$ cat src/rtl/uart_report_tx_if.sv
// uart_report_tx_if: controller/buffer/line bundle (send, uartsel, rd_addr, rd_data, tx, busy, done)
interface uart_report_tx_if #(parameter int IDX_W = 4);
  logic send;
  logic [2:0] uartsel;
  logic [2+IDX_W:0] rd_addr;
  logic [7:0] rd_data;
  logic tx;
  logic busy;
  logic done;
  modport master(output send, uartsel, rd_data, input rd_addr, tx, busy, done);
  modport slave(input send, uartsel, rd_data, output rd_addr, tx, busy, done);
endinterface

$ cat src/rtl/uart_report_tx.sv
// uart_report_tx: 8N1 report serializer; clk, async reset, bus: send/uartsel in, rd_addr/rd_data buffer port, tx/busy/done out
module uart_report_tx #(
  parameter int CLKS_PER_BIT = 434,
  parameter int NBYTES = 4,
  parameter int IDX_W = 4
) (
  input logic clk,
  input logic reset,
  uart_report_tx_if.slave bus
);
  localparam int CW = $clog2(CLKS_PER_BIT);
  typedef enum logic [2:0] {IDLE, LOAD0, LOAD1, START, DATA, STOP, FIN} state_t;
  state_t state, nxt;
  logic [CW-1:0] cnt;
  logic [2:0] bitn;
  logic [7:0] sh, chk, hdr;
  logic [2:0] sel_q;
  logic [IDX_W:0] idx;
  logic chk_sent, tick, timing;
  assign hdr = {5'b10100, bus.uartsel};
  assign tick = cnt == CW'(CLKS_PER_BIT - 1);
  assign timing = state == START || state == DATA || state == STOP;
  assign bus.tx = state == START ? 1'b0 : state == DATA ? sh[0] : 1'b1;
  assign bus.busy = !(state == IDLE || state == FIN);
  assign bus.done = state == FIN;
  always_ff @(posedge clk or posedge reset)
    if (reset) state <= IDLE;
    else state <= nxt;
  always_comb begin
    nxt = state;
    case (state)
      IDLE: nxt = bus.send ? START : IDLE;
      LOAD0: nxt = LOAD1;
      LOAD1: nxt = START;
      START: nxt = tick ? DATA : START;
      DATA: nxt = tick && bitn == 3'd7 ? STOP : DATA;
      STOP: nxt = !tick ? STOP : chk_sent ? FIN : idx < (IDX_W+1)'(NBYTES) ? LOAD0 : START;
      FIN: nxt = IDLE;
      default: nxt = IDLE;
    endcase
  end
  always_ff @(posedge clk or posedge reset)
    if (reset) begin
      cnt <= '0;
      bitn <= '0;
      sh <= '0;
      chk <= '0;
      sel_q <= '0;
      idx <= '0;
      chk_sent <= 1'b0;
      bus.rd_addr <= '0;
    end else begin
      cnt <= timing && !tick ? cnt + 1'b1 : '0;
      if (state == DATA && tick) begin
        bitn <= bitn + 1'b1;
        sh <= sh >> 1;
      end
      if (state == IDLE && bus.send) begin
        sel_q <= bus.uartsel;
        sh <= hdr;
        chk <= hdr;
        chk_sent <= 1'b0;
      end
      if (nxt == LOAD0) bus.rd_addr <= {sel_q, idx[IDX_W-1:0]};
      if (state == LOAD1) begin
        sh <= bus.rd_data;
        chk <= chk ^ bus.rd_data;
        idx <= idx + 1'b1;
      end
      // STOP straight into START only happens after the last payload byte
      if (state == STOP && nxt == START) begin
        sh <= chk;
        chk_sent <= 1'b1;
      end
      if (state == FIN) idx <= '0;
    end
endmodule

$ cat src/flat_wrapper.sv
// flat-port wrapper written by rule: the top's interface ports become plain ports
module uart_report_tx_flat 
#(
  parameter int CLKS_PER_BIT = 434,
  parameter int NBYTES = 4,
  parameter int IDX_W = 4
)
  (clk, reset, bus_send, bus_uartsel, bus_rd_data, bus_rd_addr, bus_tx, bus_busy, bus_done);
  uart_report_tx_if #(.IDX_W(IDX_W)) bus_i ();
  input logic clk;
  input logic reset;
  input wire logic [$bits(bus_i.send)-1:0] bus_send;
  input wire logic [$bits(bus_i.uartsel)-1:0] bus_uartsel;
  input wire logic [$bits(bus_i.rd_data)-1:0] bus_rd_data;
  output wire logic [$bits(bus_i.rd_addr)-1:0] bus_rd_addr;
  output wire logic [$bits(bus_i.tx)-1:0] bus_tx;
  output wire logic [$bits(bus_i.busy)-1:0] bus_busy;
  output wire logic [$bits(bus_i.done)-1:0] bus_done;
  assign bus_i.send = bus_send;
  assign bus_i.uartsel = bus_uartsel;
  assign bus_i.rd_data = bus_rd_data;
  assign bus_rd_addr = bus_i.rd_addr;
  assign bus_tx = bus_i.tx;
  assign bus_busy = bus_i.busy;
  assign bus_done = bus_i.done;
  uart_report_tx #(.CLKS_PER_BIT(CLKS_PER_BIT), .NBYTES(NBYTES), .IDX_W(IDX_W)) u_core (.clk(clk), .reset(reset), .bus(bus_i));
endmodule
$ cat config.mk
export PLATFORM = sky130hd
export DESIGN_NAME = uart_report_tx_flat
export DESIGN_NICKNAME = d
export VERILOG_FILES = /design/src/rtl/uart_report_tx_if.sv /design/src/rtl/uart_report_tx.sv /design/src/flat_wrapper.sv
export SDC_FILE = /design/constraint.sdc
export NUM_CORES = 1
export LEC_CHECK = 0
export CORE_ASPECT_RATIO = 1.25
export CORE_UTILIZATION = 35
export DETAILED_ROUTE_END_ITERATION = 6
export SYNTH_ARGS = -nofsm -noshare
export SYNTH_HDL_FRONTEND = slang
export SYNTH_SLANG_ARGS = --single-unit
$ cat constraint.sdc
create_clock -name clk -period 1.95 [get_ports clk]
set_input_delay 0.39 -clock clk [delete_from_list [all_inputs] [get_ports clk]]
set_output_delay 0.39 -clock clk [all_outputs]
set_load 0.01 [all_outputs]
==> results.tsv <==
metric	value	unit
setup TNS	-388	ps
core area	6290	sq um
met1 Track Usage GR	19.6	%
P&R area growth vs syn	38.3	%
max-slew violation count	0	
hold_ws	451	ps
initial core utilization	36.7	%
slowest stage cell, crit path	dfrtp_1	
gr usage total	16.7	%
outcome	finished, violations left	
worst hold-check path type	in -> async	
crit path launch type	register	
fin worst setup slack	-69.2	ps
I/O Buffers	23	
pwr/cell area	734	nW/um^2
critical path peak fanout	5	
failing checks	negative setup slack	
full die area	6920	sq um
number of detailed-route iterations in the first pass	6	
# nets final	309	
placed instance area	2880	sq um
Final Non-Filler Cells	376	
Post-synth ARST share	100	%
Distinct cells, synth	45	
Worst-path clk slew	90	ps
Worst VDD drop	454	uV
most used routing layer	met2	
Root Buffer	clkbuf_8	
Post-CTS Hold Fix Bufs	0	
first-pass GRT wire length	8780	um
final worst path period share	104	%
total gr overflow	0	
post-route minimum period	2020	ps
CP Class	reg -> reg	
DRC	0	
crit-path cells	inv_1 -> ha_2 -> and4b_4 -> buf_4 -> nand3_4 -> a21oi_4 -> mux2_2 -> mux2_4	
Post-synth EDFFs	0	
CTS Buf Count	5	
max-cap violation count	0	
Diodes inserted	0	
Synth Cell Area	2310	sq um
worst relative slew slack	70.1	%
Power Total	2340	uW
DP HPWL	3620	um
routed vias/inst	4.96	
Wirelength per Cell	14.1	um
largest net degree at the start of global routing	48	
Crit. End Element	register	
H-tree levels	2	
Worst-Margin Slew	445	ps
critical path's top delay family	multiplexers	
Top FF cell, synth	dfrtp_1	
CP Data Arrival Time	2210	ps
final WL	5320	um
Synthesis Warnings	0	
antenna violations before repair	0	
total via count in the routed design	1864	
GPL Wtd Cong	0.789	
Num Clock Sinks	47	
Ports	24	
P_leak	0.00149	uW
met2 Use GR	29.7	%
Max Freq	495	MHz
met3 usage	3.48	%
vias in the first global route	1896	
post-synthesis sequential area ratio	51.0	%
final hold vios	0	
slowest cell delay on critical path	380	ps
mean area per synthesized cell	10.3	sq um
DIE HEIGHT	92.8	um
# setup viols final	8	
worst endpoint required time	2140	ps
Die X	74.6	um
post-synth net total	242	
#FFs+latches synth	47	
layout cell share with drive strength beyond 1	31.3	%
placed insts	357	
RSZ-0062 raised after global routing	yes	
Clock Skew	7.00	ps
final instance area	3190	sq um
clk buf depth	2	
worst path bufs/invs	2	
ANT nets after route	0	
Skew-Pair Late Insertion Delay	300	ps
num rows	32	
cell count after synthesis	223	
CTS tree	done	
Initial DRC Count	81	
## cells by family (layout without fill, tap and decap cells)
kind of cell             count (synthesis)  in the layout  synth area share, %
AND/OR/NAND/NOR                         93             94                 20.0
flip-flops                              47             47                 51.0
AO/OA/AOI/OAI                           41             41                 12.2
buffers and inverters                   15             82                 3.04
multiplexers                            14             14                 8.08
XOR/XNOR                                 8              8                 3.04
adder cells (fa/ha/maj)                  5              5                 2.71
## layout make-up
class,count,area (sq um)
fillers,606,3100
flip-flops and latches,47,1180
multi-input cells,162,1180
repair buffers,67,582
well taps,85,106
clock buffers,6,82.6
clock inverters,2,35.0
inverters,7,26.3
## worst register-to-register path, cell delays in order, from the launching register on
cell     delay, ps
dfrtp_1        380
inv_1           60
ha_2           160
and4b_4        290
buf_4          140
nand3_4         80
a21oi_4        200
mux2_2         350
mux2_4         250
## sequential cells by signal, indices dropped and copies added, names as in the netlist
register            count
u_core.bitn             3
u_core.bus.rd_addr      7
u_core.chk              8
u_core.chk_sent         1
u_core.cnt              9
u_core.idx              5
u_core.sel_q            3
u_core.sh               8
u_core.state            3
## per-stage QoR
step                worst slack (ps)  utilization, %
global placement                -232            45.8
detailed placement              -251            45.8
global route                    -191            50.7
floorplan                      -31.8               -
CTS                             -133            48.9
finish                         -69.2            50.7
## synthesized netlist by cell type, types with 2 or more instances
cell	number	area (sq um)
and2_1	3	18.8
o211ai_1	3	22.5
xor2_1	2	17.5
mux2_2	5	56.3
o21ai_0	10	50.1
nand4_1	4	25.0
nor2b_1	2	12.5
mux2_4	8	120
nand2b_1	3	18.8
buf_2	5	25.0
a21oi_1	7	35.0
nand2_1	31	116
nor3_1	4	20.0
nor2_1	23	86.3
o21bai_1	2	15.0
xnor2_1	6	52.6
ha_1	5	62.6
inv_1	7	26.3
a31oi_1	3	18.8
a211oi_1	2	15.0
nand3_1	12	60.1
clkbuf_1	2	7.51
or3_1	2	12.5
a22o_1	2	17.5
o221a_2	3	33.8
dfrtp_1	47	1180
a21o_1	2	15.0
## final timing paths
check | from | end | slack, ps | cells past startpoint
max | u_core.cnt[1] | u_core.sh[3] | -70 | 8
min | reset | u_core.idx[0] | 450 | 3
max reg2reg | u_core.cnt[1] | u_core.sh[3] | -70 | 8
min reg2reg | u_core.sel_q[0] | u_core.sel_q[0] | 490 | 2
max in group asynchronous | reset | u_core.state[1] | 1270 | 3
min in group clk | u_core.sel_q[0] | u_core.sel_q[0] | 490 | 2
## cells in the final DEF (no fill, tap or decap), drive strengths merged, types with 4 or more instances in the layout
cell type,netlist,routed
nor3,4,4
buf,6,44
nand4,4,4
nand3,12,12
mux2,13,13
nand2,32,32
clkbuf,2,7
o21ai,11,11
ha,5,5
a21oi,7,7
xnor2,6,6
dfrtp,47,47
inv,7,7
clkdlybuf4s50,0,20
nor2,23,23
## metal layers
layer	part of all wire, %	routed length [um]
met2	54	2850
met4	1.8	94
met3	3.0	157
met5	0	0
met1	42	2220
## report_power, final
part / switching [uW] / leakage (uW) / internal (uW)
logic: 185 / 0.000840 / 248
clock network: 319 / 0.0000612 / 415
registers: 80.9 / 0.000589 / 1090
total: 585 / 0.00149 / 1760
## what timing repair did
action	CTS	global route
endpoints found under the hold margin	0	0
endpoints found under the setup margin	16	20
cloned	1	0
gates resized for setup	17	15
pin swaps	5	6
setup buffers	4	6
Note: power is estimated with default switching activity, not from simulation.
